## config.mk

```make
export PLATFORM = sky130hd
export DESIGN_NAME = multiword_adder_ctrl
export DESIGN_NICKNAME = d
export VERILOG_FILES = /design/src/rtl/multiword_adder_ctrl.sv
export SDC_FILE = /design/constraint.sdc
export NUM_CORES = 1
export LEC_CHECK = 0
export CAP_MARGIN = 20
export CELL_PAD_IN_SITES_DETAIL_PLACEMENT = 1
export CELL_PAD_IN_SITES_GLOBAL_PLACEMENT = 1
export CORE_MARGIN = 4
export CORE_UTILIZATION = 40
export CTS_CLUSTER_SIZE = 8
export DETAILED_ROUTE_END_ITERATION = 10
export PLACE_DENSITY_LB_ADDON = 0.25
export SYNTH_ARGS = -nofsm -noshare
export SYNTH_HDL_FRONTEND = slang
export SYNTH_SLANG_ARGS = --single-unit
export TNS_END_PERCENT = 30
```

## constraint.sdc

```tcl
create_clock -name Clk -period 11.3 [get_ports Clk]
set_input_delay 2.26 -clock Clk [delete_from_list [all_inputs] [get_ports Clk]]
set_output_delay 2.26 -clock Clk [all_outputs]
set_load 0.01 [all_outputs]
```

## src/rtl/multiword_adder_ctrl.sv

```systemverilog
// Sequences a WORDS x 16-bit add/subtract through one shared 16-bit Adder,
// least-significant word first, chaining carry/borrow through Cin/Cout.
module multiword_adder_ctrl #(
    parameter int WORDS = 4
) (
    input  logic                  Clk,
    input  logic                  Reset,
    input  logic                  Start,
    input  logic                  Sub,
    input  logic [16*WORDS-1:0]   OpA,
    input  logic [16*WORDS-1:0]   OpB,
    output logic                  Busy,
    output logic                  Done,
    output logic [16*WORDS-1:0]   Result,
    output logic                  CarryOut,
    output logic                  OverflowOut,
    output logic                  Zero,
    output logic [15:0]           AdderA,
    output logic [15:0]           AdderB,
    output logic                  AdderCin,
    output logic [1:0]            AdderOp,
    input  logic [15:0]           AdderSum,
    input  logic                  AdderCout,
    input  logic                  AdderOverflow
);

    localparam int IW = (WORDS > 1) ? $clog2(WORDS) : 1;
    localparam logic [IW-1:0] LastIdx = IW'(WORDS - 1);

    localparam logic [1:0] OpIdle = 2'b00;
    localparam logic [1:0] OpAdd  = 2'b01;
    localparam logic [1:0] OpSub  = 2'b11;

    typedef enum logic [1:0] {
        IDLE = 2'd0,
        RUN  = 2'd1,
        DONE = 2'd2
    } stateT;

    stateT                    stateReg;
    logic [IW-1:0]            idxReg;
    logic [IW-1:0]            idxNext;
    logic                     carryReg;
    logic [WORDS-1:0][15:0]   opAReg;
    logic [WORDS-1:0][15:0]   opBReg;
    logic [WORDS-1:0][15:0]   resultReg;

    assign idxNext  = idxReg + 1'b1;
    assign Result   = resultReg;
    assign Zero     = (resultReg == '0);
    // The carry register feeds the adder directly, so Cin is always a flop output.
    assign AdderCin = carryReg;

    always_ff @(posedge Clk or posedge Reset) begin
        if (Reset) begin
            stateReg    <= IDLE;
            idxReg      <= '0;
            carryReg    <= 1'b0;
            opAReg      <= '0;
            opBReg      <= '0;
            resultReg   <= '0;
            CarryOut    <= 1'b0;
            OverflowOut <= 1'b0;
            Busy        <= 1'b0;
            Done        <= 1'b0;
            AdderA      <= '0;
            AdderB      <= '0;
            AdderOp     <= OpIdle;
        end else begin
            case (stateReg)
                IDLE, DONE: begin
                    Done <= 1'b0;
                    if (Start) begin
                        stateReg <= RUN;
                        opAReg   <= OpA;
                        opBReg   <= OpB;
                        idxReg   <= '0;
                        carryReg <= 1'b0;
                        Busy     <= 1'b1;
                        AdderA   <= OpA[15:0];
                        AdderB   <= OpB[15:0];
                        AdderOp  <= Sub ? OpSub : OpAdd;
                    end else begin
                        stateReg <= IDLE;
                        Busy     <= 1'b0;
                        AdderA   <= '0;
                        AdderB   <= '0;
                        AdderOp  <= OpIdle;
                        carryReg <= 1'b0;
                    end
                end

                RUN: begin
                    resultReg[idxReg] <= AdderSum;
                    if (idxReg == LastIdx) begin
                        stateReg    <= DONE;
                        CarryOut    <= AdderCout;
                        OverflowOut <= AdderOverflow;
                        Busy        <= 1'b0;
                        Done        <= 1'b1;
                        AdderA      <= '0;
                        AdderB      <= '0;
                        AdderOp     <= OpIdle;
                        carryReg    <= 1'b0;
                    end else begin
                        // Present the next word together with the carry just produced.
                        idxReg   <= idxNext;
                        carryReg <= AdderCout;
                        AdderA   <= opAReg[idxNext];
                        AdderB   <= opBReg[idxNext];
                    end
                end

                default: begin
                    stateReg <= IDLE;
                    Busy     <= 1'b0;
                    Done     <= 1'b0;
                    AdderOp  <= OpIdle;
                end
            endcase
        end
    end

endmodule

```

==> impl.org <==
** Run status
- Run status :: finished clean

** Logic synthesis
- Yosys printed 0 warnings.
- After synthesis, flip-flops and latches occupy 59.83% of the total area.
- The synthesized netlist devotes 3.598% of its cell area to compound gates.
- Area share of xor/xnor cells in the synthesized design :: 0%
- The number of nets in the synthesized netlist is 762.
- By area, the combinational part of the netlist is dominated by multiplexers.
- After Yosys synthesis, and, or, nand and nor cells account for 2.257% of the synthesized area.
- Adder and majority gate portion of the synthesized area :: 0.5158%
- Share of the synthesized area in the top cell type :: 59.83%
- In the post-synthesis netlist, the biggest area contributors are sky130_fd_sc_hd__dfrtp_1, sky130_fd_sc_hd__mux2_2, sky130_fd_sc_hd__mux4_2.
- Syn avg cell area :: 15.96 um2
- Multiplexer area fraction after synthesis :: 30.06%
- Number of distinct standard cells referenced by the synthesized netlist :: 27
- Counting every instance in the synthesized netlist gives 608.
- Summed instance area of the synthesized netlist :: 9703 um2
- Cell taking the most area after synthesis :: sky130_fd_sc_hd__dfrtp_1
- Register bit total from synthesis :: 232

** Detailed routing
- The count of nets left with antenna violations once routing finished came out at 0.
- Total length of routed wires :: 27,290 um
- Initial DRC count :: 427
- Via-per-instance ratio :: 5.383
- For this run, the detailed router's first-pass iteration total came to 7.
- Drt drc :: 0
- Dividing the detail-routed wire length by the instance count gives 23.03 um.
- Total number of vias :: 6,379

** Place
- Placement-stage worst setup slack :: 6.172 ns
- Input and output buffers added on the ports amount to 253.
- Once placement completed, the tool counted placed cells totaling 1,146.
- Dpl hpwl :: 18,670 um
- At the end of routability-driven placement, the weighted congestion stood at 0.8076.

** Setup path
- Among all stages on the critical path, the largest delay is contributed by sky130_fd_sc_hd__clkdlybuf4s50_1.
- Of all nets on the critical path, the largest fanout is 3.
- Number of buffers and inverters on the critical path :: 1
- Data arrival, critical path :: 2.63 ns
- The worst setup path is captured at a primary output.
- Cells along the critical path :: nor4_1 -> nand4_1 -> nor4_1 -> clkdlybuf4s50_1
- The cell family contributing the most delay on the critical path is simple AND/OR/NAND/NOR gates.
- Startpoint kind of the worst setup timing path :: flop
- Counting stages on the worst path, the most repeated cell is sky130_fd_sc_hd__nor4_1.
- CP max stage delay :: 0.64 ns
- Data on the critical path is required at its endpoint by 9.04 ns.
- Worst Path Class, Setup :: reg2out

** Timing
- The number of endpoints with negative hold slack in the final report was 0.
- Number of max-slew violations in the final report :: 0
- Post-layout min period :: 4.889 ns
- Setup repair after global routing left no endpoint under its margin.
- Setup Viol. Count Final :: 0
- Max Freq :: 204.5 MHz
- Headroom to the max-slew limit came out at 32.18%.
- Portion of the clock cycle consumed by the worst path in the final layout :: 43.27%
- Setup slack closes at 6.411 ns.
- Setup TNS after final layout :: 0 ns
- Measured slew at the worst slew-check pin :: 1.017 ns
- Final setup skew :: 0.01060 ns
- Across all hold checks on the routed design, the worst slack comes to 0.4935 ns.

** Layout
- Final #Nets :: 1,018
- Relative to the synthesized area, the layout overhead comes to 38.39%.
- At the end of the flow the core is filled with cells to 56.70%.
- Leaving out fill and tap cells, the most frequent cells in the layout are sky130_fd_sc_hd__clkdlybuf4s50_1, sky130_fd_sc_hd__dfrtp_1, sky130_fd_sc_hd__mux2_2, sky130_fd_sc_hd__clkbuf_16, sky130_fd_sc_hd__inv_1.
- The library cell used most frequently in the layout, excluding fill and tap cells, is sky130_fd_sc_hd__clkdlybuf4s50_1.
- 0 antenna diodes ended up in the layout.
- The finished layout holds 1,185 standard cells, fillers aside.
- Of the cells placed in the final design, the portion with a size suffix greater than 1 is 31.29%.
- The layout has 2,298 filler cells.

** Floorplan
- The floorplan step defined a die boundary enclosing 26,810 um2.
- Number of placed I/O pins :: 254
- # rows :: 56
- Die extent in y :: 163.8 um
- The die is 163.8 um wide.
- Area of the core :: 23,680 um2
- For this configuration, the core starts out at a cell density of 40.97%.

** GRT
- Total GRT Usage :: 20.44%
- Antenna violations before repair :: 2
- Overflow left after global routing :: 0
- The first global-routing pass estimated 42,780 um of wire.
- Maximum number of pins on one net before global-route repair :: 156
- Vias in the first global route :: 7,368

** Clocking
- After clock tree synthesis, the clock-pin slew on the worst setup and hold paths is 0.05 ns.
- Number of buffers created by CTS :: 34
- TritonCTS built the clock tree.
- Number of sinks on the clock net :: 232
- In this run, post-CTS hold repair placed 0 buffers.
- Gates resized during post-CTS repair numbered 0.
- The root buffer cell chosen for the clock tree is sky130_fd_sc_hd__clkbuf_16.
- At the later pin of the worst-skew pair, clock insertion delay measures 0.49 ns.
- Post-CTS timing repair inserted 0 buffers for setup.
- The clock tree synthesis step divided the H-tree into 2 levels.
- The clock passes through at most 3 buffers.

** Pwr
- Power density over the cells :: 309.5 nW/um2
- Maximum vdd ir drop :: 131.5 uV
- Static leakage power :: 5.580 nW

** Flow run
- Across the run, the number of max-cap violations was 0.

** Hold path
- In this run the worst hold path is classified as reg2reg.
## kinds of logic after synthesis
| family | after synthesis |
|---|---|
| AOI/OAI and AO/OA | 36 |
| adders and majority gates | 4 |
| buffers and inverters | 75 |
| DFF | 232 |
| muxes | 226 |
| and+or+nand+nor | 35 |
## final timing paths
| check | startpoint | end | slack, ns | cells past startpoint |
|---|---|---|---|---|
| worst max-delay path | Result[13] | Zero | 6.41 | 4 |
| worst min-delay path | AdderB[4] | AdderB[4] | 0.49 | 2 |
| worst max register to register | idxReg[0] | AdderA[14] | 8.07 | 6 |
| worst min register to register | AdderB[4] | AdderB[4] | 0.49 | 2 |
| max in group asynchronous | Reset | opBReg[18] | 7.28 | 4 |
| min in group asynchronous | Reset | CarryOut | 2.19 | 2 |
## worst min-delay path, stage by stage (launching register included)
cell and delay (ns):
sky130_fd_sc_hd__dfrtp_1 0.34, sky130_fd_sc_hd__a222oi_1 0.07, sky130_fd_sc_hd__inv_1 0.05
## cell type report
| cell class | count | area (um2) | area share, % |
|---|---|---|---|
| Clock buffer | 38 | 929.6 | 6.923 |
| Multi-Input combinational cell | 301 | 3552 | 26.45 |
| Timing Repair Buffer | 259 | 2597 | 19.34 |
| Sequential cell | 232 | 5807 | 43.24 |
| Tap cell | 319 | 399.1 | 2.972 |
| Inverter | 36 | 142.6 | 1.062 |
## routing by layer
layer / GRT usage, % / up-vias / part of all wire (%)
li1: - / 2784 / -
met3: 5.194 / 38 / 6.6
met4: 4.651 / 4 / 1.6
met2: 35.87 / 216 / 52
met5: 0 / - / 0.081
met1: 25.60 / 3337 / 40
## per-stage QoR
step,instance area (um2),power [W]
6_report,13430,0.004156
5_1_grt,13430,0.004408
2_1_floorplan,9703,0.002546
3_5_place_dp,12470,0.003276
4_1_cts,13400,0.004216
3_3_place_gp,12470,0.003153
## flip-flops by register name, indices dropped and copies added (netlist names)
signal / flops
AdderB: 16
Busy: 1
Result: 64
idxReg: 2
AdderCin: 1
OverflowOut: 1
AdderOp: 1
CarryOut: 1
opAReg: 64
AdderA: 16
Done: 1
opBReg: 64
## power by group
part           total (W)  leakage (nW)  switching (W)  internal [W]
Combinational    0.00170          2.38       0.000680       0.00102
Clock           0.000904         0.457       0.000334      0.000570
Sequential       0.00156          2.75       0.000293       0.00126
Total            0.00416          5.58        0.00131       0.00285
## synthesized netlist by cell type
cell type                  number
sky130_fd_sc_hd__buf_1          1
sky130_fd_sc_hd__mux4_2        29
sky130_fd_sc_hd__clkbuf_1      10
sky130_fd_sc_hd__nand2_2        4
sky130_fd_sc_hd__buf_6          7
sky130_fd_sc_hd__nor2b_1        3
sky130_fd_sc_hd__nor3b_2        1
sky130_fd_sc_hd__mux4_1         3
sky130_fd_sc_hd__buf_4          1
sky130_fd_sc_hd__mux2_2       188
sky130_fd_sc_hd__dfrtp_1      232
sky130_fd_sc_hd__a22oi_1        1
sky130_fd_sc_hd__nand4_1        4
sky130_fd_sc_hd__nor2_1         1
sky130_fd_sc_hd__or2_2          1
sky130_fd_sc_hd__a222oi_1      32
sky130_fd_sc_hd__and2_1         1
sky130_fd_sc_hd__ha_1           4
sky130_fd_sc_hd__nor4_1        17
sky130_fd_sc_hd__a22o_1         1
sky130_fd_sc_hd__nor3b_1        1
sky130_fd_sc_hd__buf_2         20
sky130_fd_sc_hd__o21ai_0        1
sky130_fd_sc_hd__inv_1         36
sky130_fd_sc_hd__mux2_1         6
sky130_fd_sc_hd__o31ai_1        1
sky130_fd_sc_hd__nand2_1        2
Power figures use the tool's default switching activity.
